## src/rtl/pipeline_hazard_controller_pkg.sv

```systemverilog
// Shared state encoding, applied-action codes and parameter defaults
// for the pipeline hazard controller.
package pipeline_ctrl_pkg;

  localparam int CNT_W_DEF          = 16;
  localparam int TIMEOUT_CYCLES_DEF = 255;
  localparam int DRAIN_CYCLES_DEF   = 4;

  typedef enum logic [1:0] {
    RUN      = 2'd0,
    MEM_WAIT = 2'd1,
    DRAIN    = 2'd2,
    HALTED   = 2'd3
  } state_t;

  typedef enum logic [2:0] {
    ACT_NONE,
    ACT_FREEZE,
    ACT_FLUSH,
    ACT_STALL,
    ACT_BUBBLE,
    ACT_HOLD
  } action_t;

  function automatic logic load_use(input logic       mem_read,
                                    input logic [4:0] rd,
                                    input logic [4:0] rs1,
                                    input logic [4:0] rs2);
    return mem_read && (rd != 5'd0) && ((rd == rs1) || (rd == rs2));
  endfunction

endpackage

```

## src/rtl/pipeline_hazard_controller_if.sv

```systemverilog
// Pipeline-side bundle: hazard and memory status in, stage control out.
interface pipeline_hazard_controller_if;
  logic       MemRead_IDEX;
  logic [4:0] rd_IDEX;
  logic [4:0] rs1_IFID;
  logic [4:0] rs2_IFID;
  logic       PCSrcE;
  logic       dmem_req;
  logic       dmem_ready;
  logic       PCWrite;
  logic       Write_IFID;
  logic       Flush_IFID;
  logic       Flush_IDEX;
  logic       freeze_all;

  modport master (
    output MemRead_IDEX, rd_IDEX, rs1_IFID, rs2_IFID, PCSrcE, dmem_req, dmem_ready,
    input  PCWrite, Write_IFID, Flush_IFID, Flush_IDEX, freeze_all
  );

  modport slave (
    input  MemRead_IDEX, rd_IDEX, rs1_IFID, rs2_IFID, PCSrcE, dmem_req, dmem_ready,
    output PCWrite, Write_IFID, Flush_IFID, Flush_IDEX, freeze_all
  );
endinterface

```

## src/rtl/pipeline_hazard_controller_sat_counter.sv

```systemverilog
// Saturating up-counter with synchronous clear taking priority over increment.
module sat_counter #(
  parameter int W = 16
) (
  input  logic         clk,
  input  logic         rst_n,
  input  logic         inc,
  input  logic         clr,
  output logic [W-1:0] count
);

  logic [W-1:0] count_reg;

  always_ff @(posedge clk or negedge rst_n) begin
    if (!rst_n) begin
      count_reg <= '0;
    end else if (clr) begin
      count_reg <= '0;
    end else if (inc && (count_reg != '1)) begin
      count_reg <= count_reg + 1'b1;
    end
  end

  assign count = count_reg;

endmodule

```

## src/rtl/pipeline_hazard_controller.sv

```systemverilog
// Hazard/stall/flush controller with memory-wait watchdog, debug halt drain
// sequence and saturating performance counters.
module pipeline_hazard_controller
  import pipeline_ctrl_pkg::*;
#(
  parameter int CNT_W          = CNT_W_DEF,
  parameter int TIMEOUT_CYCLES = TIMEOUT_CYCLES_DEF,
  parameter int DRAIN_CYCLES   = DRAIN_CYCLES_DEF
) (
  input  logic                 clk,
  input  logic                 rst_n,
  pipeline_hazard_controller_if.slave hz,
  input  logic                 halt_req,
  input  logic                 clr_counters,
  output logic                 halt_ack,
  output logic                 mem_timeout,
  output logic [CNT_W-1:0]     stall_count,
  output logic [CNT_W-1:0]     flush_count,
  output logic [1:0]           state
);

  localparam int DW = (DRAIN_CYCLES < 1) ? 1 : $clog2(DRAIN_CYCLES + 1);
  localparam int WW = (TIMEOUT_CYCLES < 1) ? 1 : $clog2(TIMEOUT_CYCLES + 1);

  state_t          state_reg, state_next;
  action_t         act;
  logic [DW-1:0]   drain_reg, drain_next, drain_inc;
  logic [WW-1:0]   wait_reg, wait_next;
  logic            halt_ack_reg, timeout_reg;
  logic            mw, br, lu;

  assign mw = hz.dmem_req & ~hz.dmem_ready;
  assign br = hz.PCSrcE;
  assign lu = load_use(hz.MemRead_IDEX, hz.rd_IDEX, hz.rs1_IFID, hz.rs2_IFID);
  assign drain_inc = drain_reg + 1'b1;

  always_comb begin
    act            = ACT_NONE;
    state_next     = state_reg;
    drain_next     = '0;
    hz.PCWrite     = 1'b1;
    hz.Write_IFID  = 1'b1;
    hz.Flush_IFID  = 1'b0;
    hz.Flush_IDEX  = 1'b0;
    hz.freeze_all  = 1'b0;

    // A finished memory wait falls through to the normal RUN priority.
    case (state_reg)
      RUN:      act = mw ? ACT_FREEZE : br ? ACT_FLUSH : lu ? ACT_STALL : ACT_NONE;
      MEM_WAIT: act = mw ? ACT_FREEZE : br ? ACT_FLUSH : lu ? ACT_STALL : ACT_NONE;
      DRAIN:    act = mw ? ACT_FREEZE : br ? ACT_FLUSH : lu ? ACT_STALL : ACT_BUBBLE;
      HALTED:   act = ACT_HOLD;
      default:  act = ACT_NONE;
    endcase

    case (act)
      ACT_FREEZE: begin
        hz.freeze_all = 1'b1;
        hz.PCWrite    = 1'b0;
        hz.Write_IFID = 1'b0;
      end
      ACT_FLUSH: begin
        hz.Flush_IFID = 1'b1;
        hz.Flush_IDEX = 1'b1;
      end
      ACT_STALL, ACT_HOLD: begin
        hz.PCWrite    = 1'b0;
        hz.Write_IFID = 1'b0;
        hz.Flush_IDEX = 1'b1;
      end
      ACT_BUBBLE: begin
        hz.PCWrite    = 1'b0;
        hz.Flush_IFID = 1'b1;
      end
      default: ;
    endcase

    case (state_reg)
      RUN: begin
        if (mw)            state_next = MEM_WAIT;
        else if (halt_req) state_next = DRAIN;
      end
      MEM_WAIT: begin
        if (!mw) state_next = RUN;
      end
      DRAIN: begin
        if (!halt_req) begin
          state_next = RUN;
        end else if (act == ACT_BUBBLE) begin
          if (drain_inc == DW'(DRAIN_CYCLES)) state_next = HALTED;
          else                                drain_next = drain_inc;
        end else begin
          drain_next = drain_reg;
        end
      end
      HALTED: begin
        if (!halt_req) state_next = RUN;
      end
      default: state_next = RUN;
    endcase

    // Watchdog saturates at its limit so a long freeze keeps timeout asserted.
    if (!mw)                                  wait_next = '0;
    else if (wait_reg != WW'(TIMEOUT_CYCLES)) wait_next = wait_reg + 1'b1;
    else                                      wait_next = wait_reg;
  end

  always_ff @(posedge clk or negedge rst_n) begin
    if (!rst_n) begin
      state_reg    <= RUN;
      drain_reg    <= '0;
      wait_reg     <= '0;
      halt_ack_reg <= 1'b0;
      timeout_reg  <= 1'b0;
    end else begin
      state_reg    <= state_next;
      drain_reg    <= drain_next;
      wait_reg     <= wait_next;
      halt_ack_reg <= (state_next == HALTED);
      if (clr_counters)
        timeout_reg <= 1'b0;
      else if (mw && (wait_next == WW'(TIMEOUT_CYCLES)))
        timeout_reg <= 1'b1;
    end
  end

  sat_counter #(.W(CNT_W)) u_stall_cnt (
    .clk   (clk),
    .rst_n (rst_n),
    .inc   (act == ACT_STALL),
    .clr   (clr_counters),
    .count (stall_count)
  );

  sat_counter #(.W(CNT_W)) u_flush_cnt (
    .clk   (clk),
    .rst_n (rst_n),
    .inc   (act == ACT_FLUSH),
    .clr   (clr_counters),
    .count (flush_count)
  );

  assign state       = state_reg;
  assign halt_ack    = halt_ack_reg;
  assign mem_timeout = timeout_reg;

endmodule

```

## src/flat_wrapper.sv

```systemverilog
// flat-port wrapper written by rule: the top's interface ports become plain ports
module pipeline_hazard_controller_flat import pipeline_ctrl_pkg::*;
#(
  parameter int CNT_W          = CNT_W_DEF,
  parameter int TIMEOUT_CYCLES = TIMEOUT_CYCLES_DEF,
  parameter int DRAIN_CYCLES   = DRAIN_CYCLES_DEF
)
  (clk, rst_n, halt_req, clr_counters, halt_ack, mem_timeout, stall_count, flush_count, state, hz_MemRead_IDEX, hz_rd_IDEX, hz_rs1_IFID, hz_rs2_IFID, hz_PCSrcE, hz_dmem_req, hz_dmem_ready, hz_PCWrite, hz_Write_IFID, hz_Flush_IFID, hz_Flush_IDEX, hz_freeze_all);
  pipeline_hazard_controller_if hz_i ();
  input  logic clk;
  input  logic rst_n;
  input  logic halt_req;
  input  logic clr_counters;
  output logic halt_ack;
  output logic mem_timeout;
  output logic [CNT_W-1:0] stall_count;
  output logic [CNT_W-1:0] flush_count;
  output logic [1:0] state;
  input wire logic [$bits(hz_i.MemRead_IDEX)-1:0] hz_MemRead_IDEX;
  input wire logic [$bits(hz_i.rd_IDEX)-1:0] hz_rd_IDEX;
  input wire logic [$bits(hz_i.rs1_IFID)-1:0] hz_rs1_IFID;
  input wire logic [$bits(hz_i.rs2_IFID)-1:0] hz_rs2_IFID;
  input wire logic [$bits(hz_i.PCSrcE)-1:0] hz_PCSrcE;
  input wire logic [$bits(hz_i.dmem_req)-1:0] hz_dmem_req;
  input wire logic [$bits(hz_i.dmem_ready)-1:0] hz_dmem_ready;
  output wire logic [$bits(hz_i.PCWrite)-1:0] hz_PCWrite;
  output wire logic [$bits(hz_i.Write_IFID)-1:0] hz_Write_IFID;
  output wire logic [$bits(hz_i.Flush_IFID)-1:0] hz_Flush_IFID;
  output wire logic [$bits(hz_i.Flush_IDEX)-1:0] hz_Flush_IDEX;
  output wire logic [$bits(hz_i.freeze_all)-1:0] hz_freeze_all;
  assign hz_i.MemRead_IDEX = hz_MemRead_IDEX;
  assign hz_i.rd_IDEX = hz_rd_IDEX;
  assign hz_i.rs1_IFID = hz_rs1_IFID;
  assign hz_i.rs2_IFID = hz_rs2_IFID;
  assign hz_i.PCSrcE = hz_PCSrcE;
  assign hz_i.dmem_req = hz_dmem_req;
  assign hz_i.dmem_ready = hz_dmem_ready;
  assign hz_PCWrite = hz_i.PCWrite;
  assign hz_Write_IFID = hz_i.Write_IFID;
  assign hz_Flush_IFID = hz_i.Flush_IFID;
  assign hz_Flush_IDEX = hz_i.Flush_IDEX;
  assign hz_freeze_all = hz_i.freeze_all;
  pipeline_hazard_controller #(.CNT_W(CNT_W), .TIMEOUT_CYCLES(TIMEOUT_CYCLES), .DRAIN_CYCLES(DRAIN_CYCLES)) u_core (.clk(clk), .rst_n(rst_n), .hz(hz_i), .halt_req(halt_req), .clr_counters(clr_counters), .halt_ack(halt_ack), .mem_timeout(mem_timeout), .stall_count(stall_count), .flush_count(flush_count), .state(state));
endmodule
```

## config.mk

```make
export PLATFORM = sky130hd
export DESIGN_NAME = pipeline_hazard_controller_flat
export DESIGN_NICKNAME = d
export VERILOG_FILES = /design/src/rtl/pipeline_hazard_controller_pkg.sv /design/src/rtl/pipeline_hazard_controller_if.sv /design/src/rtl/pipeline_hazard_controller_sat_counter.sv /design/src/rtl/pipeline_hazard_controller.sv /design/src/flat_wrapper.sv
export SDC_FILE = /design/constraint.sdc
export NUM_CORES = 1
export LEC_CHECK = 0
export CORE_AREA = 4 4 105 107
export DETAILED_ROUTE_END_ITERATION = 6
export DIE_AREA = 0 0 109 111
export SETUP_SLACK_MARGIN = 0.05
export SYNTH_ARGS = -nofsm -noshare
export SYNTH_HDL_FRONTEND = slang
export SYNTH_HIERARCHICAL = 1
export SYNTH_SLANG_ARGS = --single-unit
export TNS_END_PERCENT = 30
```

## constraint.sdc

```tcl
create_clock -name clk -period 2 [get_ports clk]
set_input_delay 0.4 -clock clk [delete_from_list [all_inputs] [get_ports clk]]
set_output_delay 0.4 -clock clk [all_outputs]
set_load 0.02 [all_outputs]
```

# Yosys cells after proc, flatten, opt, wreduce, memory -nomap -nowiden
# Cells that the tools add are included.
# word_totals
regBits	47
in_bits	23
output_inout_bits	41
elab_cells	78
# op_classes
n_addsub	4
n_eq_ne	17
n_mux	32
bitwise_logic	2
n_reduce_logical	16
# ops
operator	n
2-to-1 mux 16 bit	4
adder 16 x 1 -> 16 bit, second input constant	2
inequality test 16 bit, second input constant	2
2-to-1 mux 3 bit	9
2-to-1 mux 2 bit	8
2-to-1 mux 8 bit	2
== test 5 bit	2
== test 3 bit, second input constant	3
case mux 3 bit (3 select lines)	1
adder 8 x 1 -> 8 bit, second input constant	1
== test 8 bit, second input constant	1
inequality test 8 bit, second input constant	1
case mux 2 bit (4 select lines)	1
2-to-1 mux 1 bit	7
== test 2 bit, second input constant	3
== test 3 x 2 -> 1 bit, second input constant	2
nonzero test 2 bit	3
OR reduction 3 bit	2
logical AND 1 bit	5
nonzero test 5 bit	1
OR reduction 2 bit	2
OR reduction 4 bit	1
adder 3 x 1 -> 3 bit, second input constant	1
== test 3 x 1 -> 1 bit, second input constant	1
other kinds (6)	6

# Longest topological paths before layout
# depth
depth_word	12
mapped_depth	10
ltp_nobuf	8

# Hierarchy
# Netlist, hierarchy kept.
# modules_own_cells
mod	n_inst	cells_each	area_per_inst_um2	seq_area_each_um2
sat_counter	2	98	942.2	400.4
pipeline_hazard_controller	1	120	1056.0	375.4

# Least setup slack after synthesis
# Ideal clock, no wire load.
# synth_timing
path_kind	input-to-reg
startpoint	input hz_rd_IDEX[4]
endpoint	register u_core.u_stall_cnt.count_reg[3] (netlist: u_core/u_stall_cnt/count[3])
setup_time_ns	0.078
arrival_time_ns	2.499
t_required_ns	1.922
path_slack_ns	-0.577
path_stages	9
n_path_buf	1
path_cell_list	xnor2_1 -> nand3_1 -> o22ai_1 -> nand2_1 -> nor3b_1 -> inv_1 -> clkbuf_1 -> or4_2 -> a21oi_1
# synth_via
elab_chain_cells	10
word_cells_on_any_way	16
cone_classes	3 x eq/ne; 7 x mux; 6 x reduce/logical
# synth_lines
element	line	source
start: declaration	flat_wrapper.sv:20	input wire logic [$bits(hz_i.rd_IDEX)-1:0] hz_rd_IDEX;
== test 5 bit or nonzero test 5 bit (tied branches)	pipeline_hazard_controller_pkg.sv:29	return mem_read && (rd != 5'd0) && ((rd == rs1) || (rd == rs2));
logical OR 1 bit or logical AND 1 bit (tied branches)	pipeline_hazard_controller_pkg.sv:29	
logical AND 1 bit *	pipeline_hazard_controller_pkg.sv:29	
2-to-1 mux 3 bit or 2-to-1 mux 2 bit (tied branches)	pipeline_hazard_controller.sv:51, pipeline_hazard_controller.sv:49, pipeline_hazard_controller.sv:50	
2-to-1 mux 3 bit (on tied branches) (2 in series)	pipeline_hazard_controller.sv:51, pipeline_hazard_controller.sv:49, pipeline_hazard_controller.sv:50	
case mux 3 bit (3 select lines) *	pipeline_hazard_controller.sv:48	case (state_reg)
== test 3 x 2 -> 1 bit *	pipeline_hazard_controller.sv:130	.inc (act == ACT_STALL),
logical AND 1 bit *	pipeline_hazard_controller_sat_counter.sv:19	end else if (inc && (count_reg != '1)) begin
nonzero test 2 bit (no line) *	n/a	
end signal: assignment	pipeline_hazard_controller_sat_counter.sv:20	count_reg <= count_reg + 1'b1;
end: declaration	pipeline_hazard_controller_sat_counter.sv:12	logic [W-1:0] count_reg;
# Every way passes the cells marked *; elsewhere a longest branch is shown, timed or not.
# A chain may end at the register's enable or synchronous reset.

# Final worst setup path
# layout_timing
startpoint	input hz_rd_IDEX[1]
endpoint	output hz_PCWrite
# layout_via
elab_chain_cells	10
word_cells_on_any_way	19
cone_classes	6 x eq/ne; 8 x mux; 5 x reduce/logical
# layout_lines
element	line	source
== test 5 bit or nonzero test 5 bit (tied branches)	pipeline_hazard_controller_pkg.sv:29	
logical OR 1 bit or logical AND 1 bit (tied branches)	pipeline_hazard_controller_pkg.sv:29	
logical AND 1 bit *	pipeline_hazard_controller_pkg.sv:29	
2-to-1 mux 3 bit or 2-to-1 mux 2 bit (tied branches)	pipeline_hazard_controller.sv:51, pipeline_hazard_controller.sv:49, pipeline_hazard_controller.sv:50	
2-to-1 mux 3 bit (on tied branches) (2 in series)	pipeline_hazard_controller.sv:51, pipeline_hazard_controller.sv:49, pipeline_hazard_controller.sv:50	
case mux 3 bit (3 select lines) *	pipeline_hazard_controller.sv:48	
== test 3 x 2 -> 1 bit (tied with other cells)	pipeline_hazard_controller.sv:56	case (act)
OR reduction 4 bit (no line) *	n/a	
2-to-1 mux 1 bit *	pipeline_hazard_controller.sv:56	
end: declaration	flat_wrapper.sv:26	output wire logic [$bits(hz_i.PCWrite)-1:0] hz_PCWrite;
# Marks and branches as above.

==> metrics.yaml <==
ir_drop_uv: 327
cp_top_family: "compound AO/OA/AOI/OAI gates"
grt_max_degree: 43
die_x_um: 109
cts.clk_slew.worst_paths_ps: 90
period_minus_slack_ps: 2220
port_buffers: 63
tightest_slew_ps: 572
cts_hold_buf: 0
cp_num_cells: 7
tns_ps: -2050
cts_sinks: 47
cts_buffers: 5
dr.pass1.iters: 4
synth-warning-count: 6
finalNonFillerCells: 552
synth.top_cell.area_share_pct: 40.0
async_flop_share_pct: 100
die_h_um: 111
synth_ff_type: "dfrtp_1"
worst_clock_skew_ps: 12.2
intPower_mw: 1.63
synth_seq_cells: 47
row_count: 37
nFillCells: 987
sequentialPowerShare_pct: 45.5
seq_area_frac_synth_pct: 40.0
antenna_found_initial: 0
synth_top_cell_by_area: "dfrtp_1"
p_comb_share_pct: 15.8
power_frac_clock_pct: 38.7
design_area_um2: 4390
r2r_start: "u_core/state[1]$_DFF_PN0_"
dp.cells: 535
p_leak_nw: 1.78
violations: "setup timing"
cp_data_arrival_time_ps: 1820
coreArea_um2: 10100
reg2reg_depth: 7
final_max_slew_viol_count: 0
swShare_pct: 23.6
insertion_delay_ps: 300
hold_viol_final: 0
status: "finished with violations"
rrSetupSlack_ps: 60
wl_per_cell_um: 14.3
fin_crit_sh_pct: 111
drc: 0
totalWireLength_um: 7910
p_total_mw: 2.13
power_switching_mw: 0.504
startpoint_type: "input port"
clockRootBuffer: "clkbuf_8"
critPathMaxFanout: 2
cts_buffer_depth: 2
dieArea_um2: 12100
synth_cells: 316
drive_above_1_share_pct: 29.6
yosysMostFrequentCell: "dfrtp_1"
cts.htree.levels: 2
cp_cell_sequence: "buf_6, or4_4, o21ai_2, inv_2, a311o_2, o31ai_2, buf_4"
yosysUniqueCellTypes: 48
worst-path-buf-inv: 3
grt_pass1_vias: 2809
cp-startpoint: "hz_rd_IDEX[1]"
drv_cap: 0
antenna_cells: 0
r2r-end: "u_core/u_stall_cnt/count[7]$_DFFE_PN0P_"
min_path_type: "input port to async pin"
syn_avg_cell_area_um2: 9.30
crit_path_top_delay_cell: "or4_4"
synthTopCellsByArea: "dfrtp_1, a21oi_1, o31ai_1"
finalNetCount: 444
worstPathRequired_ps: 1600
via_count: 2909
gp_congestion: 0.857
io_pins: 64
setup_viol: 18
relSlewSlack_pct: 61.9
place_ws_ps: -1010
crit_type: "input port to output port"
cts_tree: "yes"
synth_nets: 345
grt_pass1_wl_um: 13200
dp_hpwl_um: 5640
drtIter0Drc: 205
placed_cell_area_um2: 4070
start_util_pct: 29.0
viasPerCell: 5.27
rsz0062_at_grt: "true"
ant_nets: 0
slowest_delay_ps: 520
synthTopCellsByCount: "dfrtp_1, a21oi_1, nand2_1"
setup_ws_ps: -221
crit_end: "hz_PCWrite"
p_per_area_nw_per_um2: 486
overflow: 0
synthToLayoutAreaGrowth_pct: 49.3
cp-end-kind: "output port"
syn-cell-area_um2: 2940
synth-edff-count: 0
max_freq_ghz: 0.450
grt.total_usage_pct: 12.9
[cell families after synthesis]
group	share of synthesized area, %
and+or+nand+nor	27.4
AOI/OAI and AO/OA	17.9
DFF	40.0
buffers and inverters	4.47
xor gates and xnor gates	3.57
muxes	4.09
adders and majority gates	2.55
[through the flow]
step,util [%],hold slack (ps)
after floorplan,-,104
after CTS,41.6,107
after global placement,40.2,432
after detailed placement,40.2,441
final,43.3,83.8
after global routing,43.3,124
[power by group through the flow]
stage / Combinational (mW) / Clock, mW / Sequential (mW)
2_1_floorplan: 0.128 / 0 / 0.995
3_3_place_gp: 0.312 / 0 / 0.988
3_5_place_dp: 0.317 / 0 / 0.988
4_1_cts: 0.310 / 0.857 / 0.969
5_1_grt: 0.366 / 0.885 / 0.972
6_report: 0.336 / 0.826 / 0.970
[per-layer routing]
metal | GRT usage (%) | wire length [um] | share of wire [%] | vias to the layer above
met1 | 17.3 | 3600 | 46 | 1415
met4 | 3.20 | 93 | 1.2 | 0
li1 | - | - | - | 1395
met3 | 2.45 | 443 | 5.6 | 10
met2 | 21.3 | 3770 | 48 | 89
met5 | 0 | 0 | 0 | -
[area by class of cell]
type	instances	area, um^2	share of cell area (%)
multi-input combinational	239	1850	42.2
sequential	47	1180	26.8
timing repair buffer	109	1010	22.9
tap	136	170	3.88
clock buffer	6	72.6	1.65
clock inverter	2	60.1	1.37
inverter	13	48.8	1.11
[layout by cell type (no fill, tap or decap), drive strengths merged, types with 2 or more instances in the layout]
master	count
buf	56
dfrtp	47
clkdlybuf4s50	41
a21oi	28
nand2	26
nand4	16
o31ai	15
or4	15
inv	13
o21ai	13
nor2	11
nand3	11
xnor2	11
nor4	10
nor2b	9
mux2	8
clkbuf	8
and3	7
or3	7
ha	6
and4	6
dlygate4sd2	5
nor3	5
clkdlybuf4s15	4
a31oi	4
nand3b	4
o22ai	4
a211oi	4
mux2i	3
bufinv	2
o21a	2
nor4b	2
o211ai	2
[timing repair]
action / 4_1_cts / 5_1_grt
buffers inserted: 3 / 6
resized for setup: 65 / 40
pin swaps: 12 / 14
endpoints found under the setup margin: 37 / 30
[worst min path at each step]
stage / startpoint / to / cells past startpoint
finish: rst_n / u_core/u_flush_cnt/count[0]$_DFFE_PN0P_ / 1
global route: rst_n / u_core/u_flush_cnt/count[0]$_DFFE_PN0P_ / 1
CTS: rst_n / u_core/u_flush_cnt/count[0]$_DFFE_PN0P_ / 1
detailed placement: rst_n / u_core/u_flush_cnt/count[0]$_DFFE_PN0P_ / 1
global placement: rst_n / u_core/u_flush_cnt/count[0]$_DFFE_PN0P_ / 1
floorplan: rst_n / u_core/drain_reg[0]$_DFFE_PN0P_ / 0
(Power assumes the default switching activity.)
